**config.mk**
```make
export PLATFORM = sky130hd
export DESIGN_NAME = uart_sync_fifo_param
export DESIGN_NICKNAME = d
export VERILOG_FILES = /design/src/rtl/uart_sync_fifo_param.sv
export SDC_FILE = /design/constraint.sdc
export NUM_CORES = 1
export LEC_CHECK = 0
export CAP_MARGIN = 30
export CORE_ASPECT_RATIO = 1.75
export CORE_MARGIN = 2
export CORE_UTILIZATION = 35
export CTS_CLUSTER_SIZE = 20
export DETAILED_ROUTE_END_ITERATION = 7
export PLACE_DENSITY = 0.5
export SETUP_SLACK_MARGIN = 0.05
export SLEW_MARGIN = 10
export SYNTH_ARGS = -nofsm -noshare
export SYNTH_HDL_FRONTEND = slang
export SYNTH_SLANG_ARGS = --single-unit
export TNS_END_PERCENT = 10
```
**constraint.sdc**
```tcl
create_clock -name clock -period 4.7 [get_ports clock]
set_input_delay 1.175 -clock clock [delete_from_list [all_inputs] [get_ports clock]]
set_output_delay 1.175 -clock clock [all_outputs]
set_load 0.02 [all_outputs]
```
**src/rtl/uart_sync_fifo_param.sv**
```systemverilog
// Parametrised single-clock FIFO for the UART TX/RX data paths with occupancy, threshold and sticky error flags.
// Optional feature: define FIFO_FWFT_EN for first-word fall-through reads; default build has a registered 1-cycle read latency.
module uart_sync_fifo_param #(
  parameter int FIFO_WIDTH = 8,
  parameter int FIFO_DEPTH = 128,
  parameter int FIFO_BITS  = 7
) (
  input  logic                  clock,
  input  logic                  reset_n,
  input  logic [FIFO_WIDTH-1:0] data_in,
  input  logic                  write_n,
  input  logic                  read_n,
  input  logic                  flush,
  input  logic                  clr_err,
  input  logic [FIFO_BITS:0]    level,
  output logic [FIFO_WIDTH-1:0] data_out,
  output logic [FIFO_BITS:0]    count,
  output logic                  full,
  output logic                  empty,
  output logic                  half,
  output logic                  overflow,
  output logic                  underflow
);

  localparam logic [FIFO_BITS:0]   DepthCount = (FIFO_BITS+1)'(FIFO_DEPTH);
  localparam logic [FIFO_BITS:0]   CountOne   = (FIFO_BITS+1)'(1);
  localparam logic [FIFO_BITS-1:0] PtrOne     = FIFO_BITS'(1);

  logic [FIFO_WIDTH-1:0] mem_q [FIFO_DEPTH];

  logic [FIFO_BITS-1:0]  wrPtr_q, wrPtr_d;
  logic [FIFO_BITS-1:0]  rdPtr_q, rdPtr_d;
  logic [FIFO_BITS:0]    count_q, count_d;
  logic [FIFO_WIDTH-1:0] dataOut_q, dataOut_d;
  logic                  overflow_q, overflow_d;
  logic                  underflow_q, underflow_d;

  logic isFull, isEmpty;
  logic rdAccept, wrAccept;
  logic overflowEvent, underflowEvent;

  assign isFull  = (count_q == DepthCount);
  assign isEmpty = (count_q == '0);

  // A flush cycle swallows both strobes, so it can neither move data nor raise an error.
  assign rdAccept       = !read_n && !isEmpty && !flush;
  assign wrAccept       = !write_n && (!isFull || rdAccept) && !flush;
  assign overflowEvent  = !write_n && isFull && !rdAccept && !flush;
  assign underflowEvent = !read_n && isEmpty && !flush;

  always_comb begin
    wrPtr_d     = wrPtr_q;
    rdPtr_d     = rdPtr_q;
    count_d     = count_q;
    dataOut_d   = dataOut_q;
    overflow_d  = (overflow_q && !clr_err) || overflowEvent;
    underflow_d = (underflow_q && !clr_err) || underflowEvent;

    if (flush) begin
      wrPtr_d = '0;
      rdPtr_d = '0;
      count_d = '0;
    end else begin
      if (wrAccept) begin
        wrPtr_d = wrPtr_q + PtrOne;
      end
      if (rdAccept) begin
        rdPtr_d   = rdPtr_q + PtrOne;
        dataOut_d = mem_q[rdPtr_q];
      end
      case ({wrAccept, rdAccept})
        2'b10:   count_d = count_q + CountOne;
        2'b01:   count_d = count_q - CountOne;
        default: count_d = count_q;
      endcase
    end
  end

  always_ff @(posedge clock) begin
    if (!reset_n) begin
      wrPtr_q     <= '0;
      rdPtr_q     <= '0;
      count_q     <= '0;
      dataOut_q   <= '0;
      overflow_q  <= 1'b0;
      underflow_q <= 1'b0;
    end else begin
      wrPtr_q     <= wrPtr_d;
      rdPtr_q     <= rdPtr_d;
      count_q     <= count_d;
      dataOut_q   <= dataOut_d;
      overflow_q  <= overflow_d;
      underflow_q <= underflow_d;
    end
  end

  // Storage is deliberately left unreset so it maps onto plain register/LUT RAM.
  always_ff @(posedge clock) begin
    if (reset_n && wrAccept) begin
      mem_q[wrPtr_q] <= data_in;
    end
  end

  assign count     = count_q;
  assign full      = isFull;
  assign empty     = isEmpty;
  assign half      = (count_q >= level);
  assign overflow  = overflow_q;
  assign underflow = underflow_q;

`ifdef FIFO_FWFT_EN
  // Head word falls through while data is present; the last popped word is shown once drained.
  assign data_out = isEmpty ? dataOut_q : mem_q[rdPtr_q];
`else
  assign data_out = dataOut_q;
`endif

endmodule

```
==> After elaboration in Yosys (flattened, before gate mapping) <==
Memories as Yosys holds them, arrays and structs flattened. A register that Yosys moved wholly into a read port is not among the register bits.
Index checks and enable logic that the tools add are counted.
{ "op_classes": {"magnitude_cmp": 1, "mul": 0, "div_mod_pow": 0, "n_mux": 3, "addsub": 4, "n_bitwise": 2, "shift": 0, "reduce_logical": 27, "eq_ne": 3} }
{ "ops": {"columns": ["operator", "n"], "rows": [
  ["case mux 8 bit (2 select lines)", 1],
  ["adder 7 x 1 -> 7 bit, second input constant", 2],
  ["logical AND 1 bit", 12],
  ["adder 8 x 1 -> 8 bit, second input constant", 1],
  ["equality test 8 bit, second input constant", 1],
  [">= comparator 8 bit", 1],
  ["zero test 1 bit", 8],
  ["zero test 8 bit", 1],
  ["subtractor 8 x 1 -> 8 bit, second input constant", 1],
  ["logical OR 1 bit", 3],
  ["equality test 2 x 1 -> 1 bit, second input constant", 1],
  ["equality test 2 bit, second input constant", 1],
  ["two-way mux 1 bit", 2],
  ["inverter 1 bit", 2],
  ["AND reduction 2 bit", 1],
  ["nonzero test 2 bit", 1],
  ["OR reduction 2 bit", 1]
]} }
{ "totals": {"latchBits": 0, "mem_count": 1, "romBits": 0, "ff_bits": 24, "ramBits": 1024} }
{ "memory_table": {"columns": ["name", "words", "word_bits", "rd", "rd_ports_with_merged_regs", "wr", "line_no", "rtl"], "rows": [
  ["mem_q", 128, 8, 1, 1, 1, "29", "logic [FIFO_WIDTH-1:0] mem_q [FIFO_DEPTH];"]
]} }

==> Longest topological paths before layout <==
{ "depth": {"word_depth": 10, "depth_mapped": 14, "depth_no_buf": 14} }

==> Least setup slack after synthesis <==
No wires, ideal clock.
{ "synth_timing": {"path_type": "input-to-reg", "startpoint": "input flush", "endpoint": "register count_q[7], in the netlist count[7]", "path_stages": 13, "setup_slack_ns": 0.882, "t_arrival_ns": 3.700, "path_cell_list": "nor2_1 o31a_1 buf_6 clkbuf_1 ha_1 ha_1 a21o_1 a211oi_1 o21ai_0 and3_1 or3_1 xnor2_1 nor2_1"} }
{ "synth_via": {"elab_chain_cells": 7, "word_cells_on_any_way": 10, "classes_between": "eq/ne (2); mux (1); reduce/logical (7)"} }
{ "synth_rtl": {"columns": ["item", "line_no", "rtl"], "rows": [
  ["start: declaration", "13", "input logic flush,"],
  ["zero test 1 bit *", "46", "assign rdAccept = !read_n && !isEmpty && !flush;"],
  ["logical AND 1 bit *", "46", null],
  ["via rdAccept", "39", "logic rdAccept, wrAccept;"],
  ["logical OR 1 bit", "47", "assign wrAccept = !write_n && (!isFull || rdAccept) && !flush;"],
  ["logical AND 1 bit (2 in series)", "47", null],
  ["equality test 2 x 1 -> 1 bit or equality test 2 bit (tied branches)", "71", "case ({wrAccept, rdAccept})"],
  ["case mux 8 bit (2 select lines) or nonzero test 2 bit (tied branches)", null, null],
  ["end signal: assignment", "90", "count_q <= count_d;"],
  ["end: declaration", "33", "logic [FIFO_BITS:0] count_q, count_d;"]
]} }
Mark *: on every way through the listed nets, which the timed path passes. The rest lies on a longest branch.
A chain may end at the register's enable or synchronous reset.

==> Final worst setup path <==
{ "layout_timing": {"startpoint": "input level[0]", "endpoint": "output half"} }
{ "layout_via": {"elab_chain_cells": 1} }
{ "layout_rtl": {"columns": ["item", "line_no", "rtl"], "rows": [
  ["start: declaration", "15", "input logic [FIFO_BITS:0] level,"],
  [">= comparator 8 bit", "107", "assign half = (count_q >= level);"],
  ["end: declaration", "20", "output logic half,"]
]} }
Every way passes these cells.

==> summary.md <==
| Metric | Value |
|---|---|
| Syn Nets | ~2.2k |
| Setup TNS | 0 ns |
| Row cnt | 168 |
| Post-Syn Area | between 0.04 and 0.05 sq mm |
| Crit path time final | 4.41 ns |
| Worst hold margin | a little under 0.5 ns |
| Share of layout cells above drive strength 1 | 24.0% |
| Slew of the pin with the lowest slew margin | about 1.0 ns |
| DRC viols | 0 |
| Worst reg-to-reg setup slack | 1.06 ns |
| Post-synth EDFFs | 1024 |
| Number of setup buffers added after CTS | 0 |
| Die Span X | about 270 microns |
| WP data arrival | about 3.2 ns |
| CTS Buf Count | 91 |
| Main flop type after synthesis | edfxtp_1 |
| Placer Congestion | between 0.8 and 0.9 |
| Final #Nets | around 2.4k |
| Outcome | finished, final reports clean |
| CP Class | in -> out |
| Worst hold start | underflow$_SDFF_PN0_ |
| Final Power | 18.4 mW |
| Setup violators final | 0 |
| Multi-input logic area | between 0.009 and 0.01 sq mm |
| Util after Layout | roughly two fifths |
| #FFs+latches synth | about 1.1k |
| Mean Syn Cell Area | roughly 20 sq um |
| Post-detailed-routing wire length | roughly 110000 microns |
| Depth of the most critical reg-to-reg path | 8 |
| Max capacitance violation total | 0 |
| Antenna Nets Post-Route | 0 |
| Synth unique cells | 61 |
| Final setup skew | about 0.020 ns |
| Sequential Area | ~0.031 sq mm |
| Setup ws final | roughly 0.29 ns |
| Core Region | 0.119 sq mm |
| Slew headroom | 30.1% |
| Share of the clock period used by the worst path | between 90 and 100% |
| Share of the yosys chip area belonging to registers | 74.8% |
| RSZ-0062 raised after global routing | false |
| Detailed placement HPWL | 69500 microns |
| Cells after synthesis | 2112 |
| Placed Cells | approximately 3.8k |
| Post-route cell area | between 0.04 and 0.05 sq mm |
| Critical Path Fanout Max | 1 |
| Total number of vias | between 20k and 25k |
| First-pass GRT wire length | between 150000 and 200000 microns |
| Hold path depth | 2 |
| Max frequency | 0.227 GHz |
| Async SR Flop Fraction | 0% |
| Slew Viols, Final | 0 |
| Die Y | ~460 microns |
| Layout area overhead | 14.9% |
| Detailed Routing Iterations Pass 1 | 5 |
| Place WS | about 0.04 ns |
| Fill cells | roughly 11k |
| Root Driver | clkbuf_16 |
| Top cells by area, synth | edfxtp_1 73%, mux4_2 10%, mux2i_1 4.2% |
| Post-DP Area | approximately 0.045 sq mm |
| Synth warnings | 0 |
| Commonest cells after routing, fill and taps aside | 1024 x edfxtp_1, 196 x buf_4, 186 x mux4_2, 177 x nor2_1, 176 x mux2i_1 |
| Commonest non-fill, non-tap cell in the layout | edfxtp_1 |
| Vias in the first global route | 21.7k |
| Cell taking the most area after synthesis | edfxtp_1 |
| CTS tree | yes |
| HP Class | reg -> reg |
| Share of the synthesized area in the top cell type | approximately 73% |
| Latest clock arrival within the worst-skew pair | 0.70 ns |
| DRT iter0 DRCs | roughly 1.5k |
| Post-CTS Resized | 1 |
| Die area | 0.123 sq mm |
| Initial Util | roughly a third |
| Leakage | 14.6 nW |
| Max IR drop VDD | roughly 0.3 mV |
| Largest net degree at the start of global routing | between 100 and 150 |
| Hold_buf cts | 0 |
| # clock sinks | 1056 |
| GRT Total Usage | between 10% and 20% |
| Vias/cell | about 5.2 |
| Worst setup SP type | input pin |
| Routed wire length per instance | 27.1 microns |
| Pwr dens | roughly 380 mW/mm^2 |
| Clk buf depth | 3 |
| PortBufs | 42 |
| Final hold vios | 0 |
| Grt total ovfl | 0 |
| CP endpoint kind | primary output |
| H-tree lvl count | 3 |
| FF-to-FF Start | rdPtr_q[0]$_SDFFE_PP0P_ |
| Worst r2r dst | data_out[3]$_SDFFE_PN0P_ |
| Clock transition at the registers of the reported paths | about 0.070 ns |
| Io pins | 43 |
| Non-filler instance count after layout | 3944 |
| WHS Endpoint | underflow$_SDFF_PN0_ |
| CP Data Required Time | between 3 and 4 ns |
| Initial antenna violation count | 2 |
worst max-delay path: stages:
cell	delay (ns)
clkdlybuf4s50_1	0.41
ha_1	0.29
nand2b_1	0.15
a21o_1	0.19
a21o_1	0.17
a21oi_1	0.22
nor2b_1	0.07
o21ai_0	0.15
a21oi_1	0.09
dlygate4sd2_1	0.33
flip-flops by register name (all words and copies together), names as in the netlist:
register,flops
underflow,1
overflow,1
wrPtr_q,7
count,8
rdPtr_q,7
mem_q,1024
data_out,8
synth_stat cells (all sizes together) (3+ instances only):
master / instances
a2111oi: 6
a211oi: 14
a21boi: 3
a21o: 4
a21oi: 39
a221o: 5
a221oi: 15
a22oi: 16
and2: 4
and3: 4
buf: 91
clkbuf: 22
dfxtp: 32
edfxtp: 1024
ha: 17
inv: 12
mux2: 19
mux2i: 176
mux4: 198
nand2: 27
nand2b: 10
nand3: 16
nand3b: 3
nor2: 177
nor2b: 20
nor3: 17
o211ai: 7
o21ai: 31
o221ai: 13
o22ai: 46
o311ai: 7
or3: 3
xnor2: 6
xor2: 12
final cells by class:
class | instances | area share, %
Sequential cell | 1056 | 65.2
Clock inverter | 58 | 1.38
Tap cell | 1530 | 3.97
Multi-Input combinational cell | 931 | 20.1
Inverter | 12 | 0.0935
Timing Repair Buffer | 243 | 4.29
Antenna cell | 2 | 0.0104
Clock buffer | 112 | 5.02
worst max-delay path by stage:
stage / end / startpoint / slack (ns)
after floorplan: count[7]$_SDFFE_PP0P_ / flush / 0.88
after global placement: half / level[0] / 0.02
after detailed placement: half / level[0] / 0.04
after CTS: half / level[0] / 0.25
after global routing: half / level[0] / 0.15
final: half / level[0] / 0.29
metal layers:
layer | up-vias | GRT usage, % | wire length [microns] | share of wire (%)
li1 | 9086 | - | - | -
met1 | 11000 | 20.2 | 40300 | 38
met2 | 429 | 33.2 | 59400 | 56
met3 | 134 | 2.29 | 3780 | 3.5
met4 | 0 | 6.08 | 3350 | 3.1
met5 | - | 0 | 0 | 0
report_power, final:
group	internal, mW	switching, mW	total, mW
logic	0.0753	0.226	0.301
clock network	4.36	3.46	7.82
registers	10.3	0.00759	10.3
total	14.7	3.70	18.4
cell families (layout without fill, tap and decap cells):
group                    count (synthesis)  in the layout  share of synthesized area, %
adder cells (fa/ha/maj)                 18             18                         0.555
AO/OA/AOI/OAI                          212            212                          3.51
XOR/XNOR                                18             18                         0.376
AND/OR/NAND/NOR                        290            290                          3.15
buffers and inverters                  125            425                          2.11
multiplexers                           393            393                          15.5
other                                    0              2                             0
flip-flops                            1056           1056                          74.8
No activity file was read; power rests on OpenSTA's default activity.
